<file path="src/rtl/fetch_queue.sv">
// Instruction buffer between fetch and decode: an in-order circular queue of
// {instr, pc} entries with a valid/ready head, redirect flush and NOP fill.
module fetch_queue #(
  parameter int DEPTH = 4
) (
  input  logic                     clk,
  input  logic                     rst,
  input  logic                     flush,
  input  logic                     in_valid,
  input  logic [31:0]              in_instr,
  input  logic [31:0]              in_pc,
  output logic                     in_ready,
  output logic                     out_valid,
  output logic [31:0]              out_instr,
  output logic [31:0]              out_pc,
  output logic [31:0]              out_pc_nxt,
  input  logic                     out_ready,
  output logic [$clog2(DEPTH):0]   level
);

  localparam int          PW  = $clog2(DEPTH);
  localparam int          CW  = PW + 1;
  localparam logic [31:0] NOP = 32'h0000_0013;

  logic [31:0]   r_instr_mem [DEPTH];
  logic [31:0]   r_pc_mem    [DEPTH];
  logic [PW-1:0] r_wr_ptr;
  logic [PW-1:0] r_rd_ptr;
  logic [CW-1:0] r_cnt;

  logic w_full;
  logic w_push;
  logic w_pop;

  assign w_full    = (r_cnt == CW'(DEPTH));
  // in_ready looks only at rst and registered occupancy, so a full queue
  // refuses a push even when the head is being popped in the same cycle.
  assign in_ready  = rst & ~w_full;
  assign out_valid = (r_cnt != '0);
  assign level     = r_cnt;

  assign w_push = in_valid & in_ready & ~flush;
  assign w_pop  = out_valid & out_ready & ~flush;

  // NOTE: sequential state uses non-blocking assignments so every register
  // samples the pre-edge values of its neighbours, independent of block order.
  always_ff @(posedge clk) begin
    if (!rst) begin
      r_wr_ptr <= '0;
      r_rd_ptr <= '0;
      r_cnt    <= '0;
    end else if (flush) begin
      r_rd_ptr <= r_wr_ptr;
      r_cnt    <= '0;
    end else begin
      if (w_push) r_wr_ptr <= r_wr_ptr + PW'(1);
      if (w_pop)  r_rd_ptr <= r_rd_ptr + PW'(1);
      case ({w_push, w_pop})
        2'b10:   r_cnt <= r_cnt + CW'(1);
        2'b01:   r_cnt <= r_cnt - CW'(1);
        default: r_cnt <= r_cnt;
      endcase
    end
  end

  // NOTE: the storage array has no reset; an entry is only ever read while
  // the occupancy counter marks it valid, so its contents after reset never matter.
  always_ff @(posedge clk) begin
    if (w_push) begin
      r_instr_mem[r_wr_ptr] <= in_instr;
      r_pc_mem[r_wr_ptr]    <= in_pc;
    end
  end

  // NOTE: defaults come first so every path assigns every output and no
  // latch is inferred.
  always_comb begin
    out_instr  = NOP;
    out_pc     = '0;
    out_pc_nxt = '0;
    if (out_valid) begin
      out_instr  = r_instr_mem[r_rd_ptr];
      out_pc     = r_pc_mem[r_rd_ptr];
      out_pc_nxt = r_pc_mem[r_rd_ptr] + 32'd1;
    end
  end

endmodule

</file>
<file path="config.mk">
export PLATFORM = sky130hd
export DESIGN_NAME = fetch_queue
export DESIGN_NICKNAME = d
export VERILOG_FILES = /design/src/rtl/fetch_queue.sv
export SDC_FILE = /design/constraint.sdc
export NUM_CORES = 1
export LEC_CHECK = 0
export BUFFER_PORTS_ARGS = -buffer_cell sky130_fd_sc_hd__buf_2
export CORE_MARGIN = 3
export CORE_UTILIZATION = 40
export DETAILED_ROUTE_END_ITERATION = 12
export PLACE_DENSITY_LB_ADDON = 0.25
export SLEW_MARGIN = 10
export SYNTH_ARGS = -nofsm -noshare
export SYNTH_HDL_FRONTEND = slang
export SYNTH_SLANG_ARGS = --single-unit
</file>
<file path="constraint.sdc">
create_clock -name clk -period 3.1 [get_ports clk]
set_clock_uncertainty 0.1 [all_clocks]
set_input_delay 0.465 -clock clk [delete_from_list [all_inputs] [get_ports clk]]
set_output_delay 0.465 -clock clk [all_outputs]
set_load 0.03 [all_outputs]
</file>
==> results.py, run 1 <==
metrics = {
    "sta": {
        "finalCritPeriodShare_pct": 113,
        "slew_headroom_pct": 63.1,
        "layout_setup_ws_ps": -410,
        "setup_tns_ps": -6400,
        "fin_crit_ps": 3510,
        "setup_viol": 23,
        "slew_viol_final": 0,
        "hold_viol_final": 0,
        "grt_setup_unrepaired": "true",
        "max_clock_freq_ghz": 0.285,
        "holdWs_ps": 46.8,
        "worst_slew_pin_slew_ps": 553,
    },
    "synth": {
        "syn_nets": 680,
        "yosys_register_bits": 265,
        "yosys.area_share.simple_pct": 9.01,
        "syn_area_per_cell_sq_um": 18.4,
        "synth_top_family_by_area": "multiplexers",
        "synth_edf_count": 256,
        "yosysTopAreaCell": "edfxtp_1",
        "syn_area_sq_um": 11100,
        "synthAdderAreaFrac_pct": 0.857,
        "ys.flop_type": "edfxtp_1",
        "synth_cells": 604,
        "synth_warnings": 0,
        "synth_xor_area_share_pct": 1.18,
        "synth_compound_area_share_pct": 1.78,
        "yosysSeqAreaShare_pct": 70.9,
        "yosys.area.top_type_share_pct": 69.3,
        "synth_mux_area_share_pct": 14.0,
        "yosysUniqueCellTypes": 42,
        "ys_async_sr_fraction_pct": 0,
        "synth.area.top_cells": "edfxtp_1 (69%), mux4_2 (11%), and2_1 (3.8%), mux4_1 (2.8%), dfxtp_1 (1.6%)",
    },
    "setup_path": {
        "rr_startpoint": "level[0]$_SDFFE_PP0P_",
        "path_max_fanout": 9,
        "r2r_setup_slack_ps": 750,
        "reg2reg_to": "level[2]$_SDFFE_PP0P_",
        "start_kind": "register",
        "cp-end-kind": "output pin",
        "critical_path_class": "reg2out",
        "reg2regPathDepth": 10,
        "crit_arrival_ps": 2950,
        "cp_data_required_time_ps": 2530,
    },
    "clock_network": {
        "clockRootBuffer": "clkbuf_16",
        "h-tree-depth": 1,
        "cts_buffers": 28,
        "cts_tree": "done",
        "clock_path_buffers": 3,
        "clk_pin_slew_ps": 60,
        "clock-sinks": 265,
        "clk_latency_ps": 530,
        "postCtsHoldBufs": 0,
    },
    "drt": {
        "num_vias": 6349,
        "final_antenna_net_count": 0,
        "vias_per_cell": 5.09,
        "drt-initial-drc-count": 402,
        "dr.pass1.iters": 5,
        "totalWireLength_um": 24900,
        "avgRoutedWirePerCell_um": 20.0,
        "drc": 0,
    },
    "placed_design": {
        "port_buffers": 169,
        "place_area_sq_um": 12800,
        "dpl.hpwl_um": 16800,
        "place_congestion": 0.857,
    },
    "layout": {
        "drive_gt1_share_pct": 48.2,
        "diodes": 0,
        "syn_to_final_growth_pct": 29.3,
        "n_fill_cell": 2164,
        "design_area_sq_um": 14300,
        "final_util_pct": 52.9,
        "layout.area.seq_sq_um": 7880,
        "nNetsFinal": 929,
        "multi_input_area_sq_um": 3240,
    },
    "die": {
        "die_y_um": 173,
        "core_area_sq_um": 27100,
        "dieWidth_um": 173,
        "rows": 60,
        "dieArea_sq_um": 29800,
        "io_pins": 170,
        "initial_core_util_pct": 40.9,
    },
    "worst_hold_path": {
        "hold_path_depth": 1,
        "hp-start": "in_instr[4]",
        "hold_end": "r_instr_mem[1][4]$_DFFE_PP_",
        "hp-class": "in2reg",
    },
    "job": {
        "drv_cap": 0,
    },
    "power": {
        "power_mw": 8.02,
        "p_leak_nw": 5.05,
        "powerDensity_nw_per_um2": 559,
        "ir_worst_vdd_mv": 0.456,
    },
    "status": {
        "violations": "setup timing",
        "status": "finished, violations left",
    },
    "grt": {
        "antenna_found_initial": 6,
        "grt_max_degree": 39,
        "gr-total-overflow": 0,
        "grt_usage_pct": 16.7,
        "grt_pass1_vias": 6930,
        "grt_first_pass_wirelength_um": 39500,
    },
}
cell type report:
| type | instances | area share (%) |
|---|---|---|
| flip-flops and latches | 265 | 54.9 |
| clock buffers | 40 | 5.70 |
| multi-input cells | 298 | 22.6 |
| clock inverters | 12 | 1.24 |
| repair buffers | 249 | 12.0 |
| well taps | 372 | 3.25 |
| inverters | 11 | 0.288 |
power by group:
| part | internal, mW | switching, mW |
|---|---|---|
| sequential | 3.98 | 0.0161 |
| clock | 2.23 | 1.28 |
| combinational | 0.227 | 0.287 |
| total | 6.44 | 1.58 |
metrics by stage:
step,std cells,setup WS [ps]
floorplan,604,-73.5
global placement,1178,-17.0
detailed placement,1178,-132
CTS,1237,-464
global route,1247,-499
finish,1247,-410
critical path, stage by stage, from the launching register on:
cell,delay [ps]
dfxtp_4,400
buf_12,160
buf_4,170
mux4_2,360
nand2_1,90
or4_4,520
or4_4,440
a21oi_4,140
buf_6,150
sequential cells by signal (all words and copies together) (netlist names), named ones only:
name	cells
r_wr_ptr	2
r_pc_mem	128
r_rd_ptr	2
level	3
r_instr_mem	128
cells in the final DEF, fill, tap and decap left out, types with 6 or more instances in the layout:
cell       instances
clkinv_1           6
nor3_2             6
clkbuf_1           6
xnor2_1            9
buf_4             72
edfxtp_1         256
a21oi_2            6
clkbuf_16         29
and2_1            62
xor2_1             6
buf_2            143
inv_1             10
nand2_1           17
nand3_1            8
nor2_1            25
dfxtp_1            7
o31ai_1            9
buf_12             6
mux4_2            60
buf_6             24
or4_4             12
how the worst max path moves through the flow:
stage          slack, ps      from             end  depth (start not counted)
6_report            -410  register  out_pc_nxt[29]                          8
3_3_place_gp         -20  register  out_pc_nxt[31]                          7
5_1_grt             -500  register  out_pc_nxt[31]                          7
2_1_floorplan        -70  register  out_pc_nxt[30]                          9
4_1_cts             -460  register  out_pc_nxt[31]                          7
3_5_place_dp        -130  register  out_pc_nxt[26]                          8
timing repair:
action | in CTS | in global routing
pin swaps | 7 | 13
buffers inserted | 6 | 11
gates cloned | 1 | 0
resized for setup | 68 | 52
setup endpoints to repair | 33 | 56
endpoints found under the hold margin | 0 | 0
logic make-up after synthesis:
| kind of cell | count (synthesis) |
|---|---|
| flip-flops | 265 |
| AND/OR/NAND/NOR | 172 |
| multiplexers | 70 |
| buffers and inverters | 41 |
| AO/OA/AOI/OAI | 34 |
| XOR/XNOR | 15 |
| adder cells (fa/ha/maj) | 7 |
per-layer routing:
layer,GRT usage (%),vias to the layer above,share of wire (%)
met1,21.7,3170,41
li1,-,2903,-
met3,4.53,53,7.1
met2,28.4,211,49
met4,3.62,12,2.1
met5,0,-,0.30
synthesized netlist by cell type, types with 3 or more instances:
library cell / instances
edfxtp_1: 256
dfxtp_1: 9
nor2_1: 27
and4_2: 3
nor4_1: 3
ha_1: 6
mux4_1: 12
or3_2: 3
clkbuf_1: 15
clkbuf_8: 4
nor3_1: 7
xor2_1: 6
buf_6: 3
xnor2_1: 9
nand3_1: 13
mux4_2: 52
buf_2: 3
a21oi_1: 16
o31ai_1: 11
nand2_1: 17
or4_1: 13
buf_1: 3
mux2_2: 5
nand4_1: 4
o21ai_0: 7
or2_2: 5
and2_1: 67
inv_1: 11
(Power assumes the default switching activity.)
==> run 2: changes to the inputs <==
--- a/config.mk
+++ b/config.mk
@@ -5,6 +5,7 @@
 export SDC_FILE = /design/constraint.sdc
 export NUM_CORES = 1
 export LEC_CHECK = 0
+export ABC_AREA = 1
 export BUFFER_PORTS_ARGS = -buffer_cell sky130_fd_sc_hd__buf_2
 export CORE_MARGIN = 3
 export CORE_UTILIZATION = 40
==> run 2 against run 1 <==
Effect of this change: the run still ends with setup timing left; power up 3.5%; synthesized cell count up 100%; worst hold slack worse by 1.9 ps; design area up 11%; register-to-register slack worse by 30 ps; utilization up 0.46 points; combinational power up 110%; final cell count up 50%; first-iteration DRC count up 54%; area after synthesis up 8.9%; wire length up 32%; largest power group unchanged.
==> results.py, run 2 <==
metrics = {
    "status": {
        "status": "finished, violations left",
        "violations": "setup timing",
    },
    "layout": {
        "final_common_cell": "nand2_1",
        "final_cell_mix": "nand2_1 (277), edfxtp_1 (256), nor2_1 (197), buf_2 (141), buf_4 (77)",
        "nNetsFinal": 1539,
        "n_fill_cell": 2606,
        "syn_to_final_growth_pct": 31.2,
        "drive_gt1_share_pct": 31.4,
        "layout.area.seq_sq_um": 7880,
        "multi_input_area_sq_um": 4430,
        "design_area_sq_um": 15900,
        "final_cells": 1875,
    },
    "synth": {
        "syn_nets": 1312,
        "yosysUniqueCellTypes": 29,
        "ys_async_sr_fraction_pct": 0,
        "synth_cells": 1236,
        "synth_warnings": 0,
        "synth.area.top_cells": "edfxtp_1 (64%), nand2_1 (12%), nor2_1 (7.3%), o21ai_0 (3.3%), nand3_1 (2.7%)",
        "ys.flop_type": "edfxtp_1",
        "synth_edf_count": 256,
        "synth_most_common_cell": "nand2_1",
        "yosysTopAreaCell": "edfxtp_1",
        "yosys.area.top_type_share_pct": 63.6,
        "yosys_register_bits": 265,
        "syn_area_sq_um": 12100,
        "synthTopCellsByCount": "nand2_1 (371), edfxtp_1 (256), nor2_1 (236)",
        "syn_area_per_cell_sq_um": 9.78,
        "yosysSeqAreaShare_pct": 65.1,
    },
    "die": {
        "rows": 63,
        "initial_core_util_pct": 40.7,
        "dieWidth_um": 180,
        "die_y_um": 180,
        "dieArea_sq_um": 32300,
        "io_pins": 170,
        "core_area_sq_um": 29700,
    },
    "power": {
        "sw_frac_of_total_pct": 24.7,
        "clkPwrFrac_pct": 38.7,
        "p_leak_nw": 6.40,
        "switchingPower_mw": 2.05,
        "powerDensity_nw_per_um2": 524,
        "combinationalPowerShare_pct": 13.2,
        "p_int_mw": 6.25,
        "seqPwrFrac_pct": 48.2,
        "ir_worst_vdd_mv": 0.482,
    },
    "sta": {
        "setup_viol": 13,
        "grt_setup_unrepaired": "true",
        "hold_viol_final": 0,
        "max_clock_freq_ghz": 0.316,
        "setup_tns_ps": -389,
        "worst_slew_pin_slew_ps": 590,
        "layout_setup_ws_ps": -63.1,
        "slew_viol_final": 0,
        "slew_headroom_pct": 60.7,
        "finalCritPeriodShare_pct": 102,
        "fin_crit_ps": 3160,
        "holdWs_ps": 44.9,
    },
    "drt": {
        "drc": 0,
        "final_antenna_net_count": 0,
        "num_vias": 9449,
        "avgRoutedWirePerCell_um": 17.6,
        "dr.pass1.iters": 5,
        "drt-initial-drc-count": 618,
        "vias_per_cell": 5.04,
        "totalWireLength_um": 32900,
    },
    "setup_path": {
        "cp-end-kind": "output pin",
        "start_kind": "register",
        "path_max_fanout": 12,
        "reg2reg_to": "level[1]$_SDFFE_PP0P_",
        "r2r_setup_slack_ps": 720,
        "reg2regPathDepth": 7,
        "crit_arrival_ps": 2600,
        "cp_data_required_time_ps": 2530,
        "critical_path_class": "reg2out",
        "rr_startpoint": "level[0]$_SDFFE_PP0P_",
        "endpoint": "out_pc_nxt[30]",
    },
    "clock_network": {
        "cts_buffers": 28,
        "h-tree-depth": 1,
        "clock-sinks": 265,
        "cts_tree": "done",
        "clock_path_buffers": 3,
        "clk_pin_slew_ps": 60,
        "postCtsHoldBufs": 0,
        "clk_latency_ps": 530,
        "clockRootBuffer": "clkbuf_16",
    },
    "grt": {
        "grt_first_pass_wirelength_um": 49900,
        "grt_usage_pct": 19.2,
        "use_met2_pct": 32.6,
        "use_met3_pct": 4.78,
        "grtUsageMet1_pct": 25.1,
        "antenna_found_initial": 9,
        "grt_max_degree": 65,
        "grt_pass1_vias": 9087,
        "gr-total-overflow": 0,
        "top_usage_layer": "met2",
    },
    "placed_design": {
        "place_congestion": 0.890,
        "dp_cells": 1762,
        "dpl.hpwl_um": 19800,
        "port_buffers": 169,
        "place_area_sq_um": 13400,
        "pre_cts_slack_ps": 251,
    },
    "job": {
        "drv_cap": 0,
    },
    "worst_hold_path": {
        "hp-class": "in2reg",
    },
}
-- run 2: cell count changes in the layout (fill, tap and decap cells not counted), sizes merged, moves of 9 or more --
cell   change
mux4      -64
o31ai     -11
xnor2      -9
nor2     +222
and2      -66
inv       +44
nand3     +51
nand2    +362
a21oi     +41
o21ai     +73
or4       -13
-- run 2: repair_timing --
item,in CTS,in global routing
endpoints found under the setup margin,27,47
pin swaps,52,55
buffers inserted,28,26
gates resized for setup,128,147
hold endpoints to repair,0,0
cloned,8,2
-- run 2: metal layers --
| layer | part of all wire (%) | vias to the layer above |
|---|---|---|
| li1 | - | 4611 |
| met1 | 42 | 4466 |
| met2 | 49 | 302 |
| met3 | 7.0 | 56 |
| met4 | 1.6 | 14 |
| met5 | 0.29 | - |
-- run 2: worst min path at each step --
stage | start | to | cells past startpoint
4_1_cts | in_instr[0] | r_instr_mem[0][0]$_DFFE_PP_ | 1
3_3_place_gp | level[0]$_SDFFE_PP0P_ | level[0]$_SDFFE_PP0P_ | 1
6_report | in_instr[0] | r_instr_mem[0][0]$_DFFE_PP_ | 1
5_1_grt | in_instr[0] | r_instr_mem[0][0]$_DFFE_PP_ | 1
2_1_floorplan | r_rd_ptr[0]$_SDFFE_PN0N_ | register | 2
3_5_place_dp | r_rd_ptr[0]$_SDFFE_PN0N_ | register | 2
-- run 2: area by class of cell --
class | instances | share of cell area (%)
repair buffers | 251 | 11.9
flip-flops and latches | 265 | 49.7
diodes | 1 | 0.0158
clock inverters | 14 | 0.805
multi-input cells | 860 | 27.9
well taps | 390 | 3.08
inverters | 54 | 1.42
clock buffers | 37 | 4.83
repair inverters | 3 | 0.363
-- run 2: through the flow --
step	power [mW]	util, %
after detailed placement	4.89	45.2
after floorplan	4.60	-
after CTS	8.27	51.1
after global routing	8.62	53.4
final	8.30	53.4
after global placement	4.88	45.2
-- run 2: critical path: stages, from the launching register on --
cell and delay, ps:
dfxtp_4 390, buf_12 190, inv_8 80, nand2_1 70, o211ai_1 80, nand2_1 140
ha_4 170, nand2_4 60, nor2_4 160, nand2_2 100, nor2_4 150, buf_4 140
nand3_2 70, nand2_2 60, nor2_1 40, buf_4 160
-- run 2: power by group through the flow --
stage,Combinational (mW),Sequential (mW),Clock [mW]
after global routing,1.19,4.00,3.43
after CTS,0.968,4.00,3.30
final,1.09,4.00,3.21
after global placement,0.806,4.07,0
after detailed placement,0.813,4.08,0
after floorplan,0.531,4.07,0
-- run 2: kinds of logic after synthesis --
kind of cell               after synthesis  share of synthesized area (%)
AOI/OAI and AO/OA                      147                           6.33
and+or+nand+nor                        702                           23.2
adders and majority gates                7                          0.787
DFF                                    265                           65.1
buffers and inverters                  111                           4.30
xor gates and xnor gates                 4                          0.290
==> run 3: changes to the inputs <==
--- a/config.mk
+++ b/config.mk
@@ -8,7 +8,7 @@
 export ABC_AREA = 1
 export BUFFER_PORTS_ARGS = -buffer_cell sky130_fd_sc_hd__buf_2
 export CORE_MARGIN = 3
-export CORE_UTILIZATION = 40
+export CORE_UTILIZATION = 52
 export DETAILED_ROUTE_END_ITERATION = 12
 export PLACE_DENSITY_LB_ADDON = 0.25
 export SLEW_MARGIN = 10
==> run 3 against run 2 <==
Effect of this change: the run still ends with setup timing left; critical path depth up 1; flip-flop and latch count unchanged; utilization increased by 15 points; register-to-register slack lost 50 ps; fmax shrank 1.6%; worst hold slack better by 5.9 ps; power barely moved; die area down 22%; sequential share of layout area grew 0.90 points; count of clock-buffer cells in the layout decreased by 5; combinational power about the same; largest cell class unchanged.
==> results.py, run 3 (synthesis gave the netlist of run 2 again) <==
metrics = {
    "power": {
        "p_leak_nw": 6.32,
        "powerDensity_nw_per_um2": 533,
        "ir_worst_vdd_mv": 0.470,
        "power_mw": 8.30,
    },
    "grt": {
        "grt_max_degree": 65,
        "grt_usage_pct": 24.3,
        "grt_pass1_vias": 9188,
        "gr-total-overflow": 0,
        "antenna_found_initial": 6,
        "grt_first_pass_wirelength_um": 47400,
    },
    "setup_path": {
        "crit_arrival_ps": 2650,
        "crit_top_cell": "nand2_4",
        "critical_path_class": "reg2out",
        "max_stage_delay_ps": 380,
        "path_max_fanout": 7,
        "crit_family": "simple AND/OR/NAND/NOR gates",
        "cp_data_required_time_ps": 2530,
        "crit_buf_inv": 4,
        "cpMaxStageDelayCell": "dfxtp_4",
        "cp-end-kind": "output pin",
        "cp_cell_sequence": "buf_12 -> inv_16 -> nand2_4 -> nand2_2 -> nand2_2 -> nand2_4 -> ha_4 -> nand2_4 -> nor2_4 -> nand2_4 -> nor2_4 -> buf_4 -> nand3_1 -> nand2_1 -> nor2_1 -> buf_4",
        "start_kind": "register",
    },
    "layout": {
        "drive_gt1_share_pct": 29.2,
        "final_util_pct": 68.6,
        "nNetsFinal": 1531,
        "final_cells": 1760,
        "syn_to_final_growth_pct": 28.9,
        "n_fill_cell": 1623,
        "final_cell_mix": "nand2_1 (297), edfxtp_1 (256), nor2_1 (202), buf_2 (141), o21ai_0 (75)",
        "final_common_cell": "nand2_1",
        "diodes": 0,
    },
    "sta": {
        "setup_viol": 19,
        "finalCritPeriodShare_pct": 104,
        "layout_setup_ws_ps": -115,
        "worst_slew_pin_slew_ps": 928,
        "slew_headroom_pct": 38.0,
        "grt_setup_unrepaired": "true",
        "fin_crit_ps": 3210,
        "holdWs_ps": 50.8,
        "max_clock_freq_ghz": 0.311,
        "hold_viol_final": 0,
        "slew_viol_final": 0,
    },
    "clock_network": {
        "clk_pin_slew_ps": 60,
        "h-tree-depth": 1,
        "postCtsHoldBufs": 0,
        "clk_latency_ps": 520,
        "clockRootBuffer": "clkbuf_16",
        "clock-sinks": 265,
        "clock_path_buffers": 3,
        "cts_tree": "done",
        "cts_buffers": 26,
    },
    "placed_design": {
        "dpl.hpwl_um": 18300,
        "port_buffers": 169,
        "dp_cells": 1656,
        "place_congestion": 0.958,
    },
    "die": {
        "dieWidth_um": 158,
        "rows": 55,
        "die_y_um": 158,
        "core_area_sq_um": 22700,
        "io_pins": 170,
        "dieArea_sq_um": 25100,
        "initial_core_util_pct": 53.2,
    },
    "drt": {
        "num_vias": 9818,
        "vias_per_cell": 5.58,
        "avgRoutedWirePerCell_um": 18.6,
        "drc": 0,
        "dr.pass1.iters": 5,
        "drt-initial-drc-count": 924,
        "totalWireLength_um": 32800,
        "final_antenna_net_count": 0,
    },
    "status": {
        "status": "finished, violations left",
        "violations": "setup timing",
    },
    "job": {
        "drv_cap": 0,
    },
    "worst_hold_path": {
        "hp-class": "in2reg",
    },
}
## run 3: worst paths after layout
| path | startpoint | end | slack, ps | cells after the start |
|---|---|---|---|---|
| worst max-delay path | register | out_pc_nxt[30] | -110 | 16 |
| worst min-delay path | in_instr[20] | r_instr_mem[2][20]$_DFFE_PP_ | 50 | 1 |
| worst max register to register | level[0]$_SDFFE_PP0P_ | level[1]$_SDFFE_PP0P_ | 670 | 7 |
| worst min register to register | r_wr_ptr[1]$_SDFFE_PN0P_ | r_wr_ptr[1]$_SDFFE_PN0P_ | 440 | 2 |
## run 3: stage by stage
stage / worst slack, ps / area, sq um / setup TNS (ps)
final: -115 / 15600 / -855
after global placement: 175 / 13300 / 0
after detailed placement: 128 / 13300 / 0
after global routing: -210 / 15600 / -3340
after CTS: -34.1 / 15000 / -199
after floorplan: 71.0 / 12100 / 0
## run 3: what timing repair did
item	in CTS	in global routing
pin swaps	43	47
endpoints found under the setup margin	28	36
gates cloned	9	3
setup buffers	22	22
endpoints found under the hold margin	0	0
gates resized for setup	117	118
## run 3: metal layers
metal	GRT usage, %	share of wire, %	wire, um
met5	0	0.20	65
met4	9.26	3.5	1150
met3	5.08	9.7	3190
met2	40.7	49	16000
met1	31.3	38	12400
## run 3: area by class of cell
type                    instances  area [sq um]  share of cell area [%]
well taps                     285           357                    2.29
multi-input cells             860          4220                    27.1
clock inverters                16           194                    1.24
clock buffers                  32           703                    4.51
inverters                      54           221                    1.42
repair buffers                246          1970                    12.6
repair inverters                2          36.3                   0.233
flip-flops and latches        265          7880                    50.6
## run 3: where the power goes
| part | switching [mW] | internal [mW] | total, mW |
|---|---|---|---|
| logic | 0.710 | 0.369 | 1.08 |
| clock network | 1.28 | 1.95 | 3.22 |
| registers | 0.0180 | 3.98 | 4.00 |
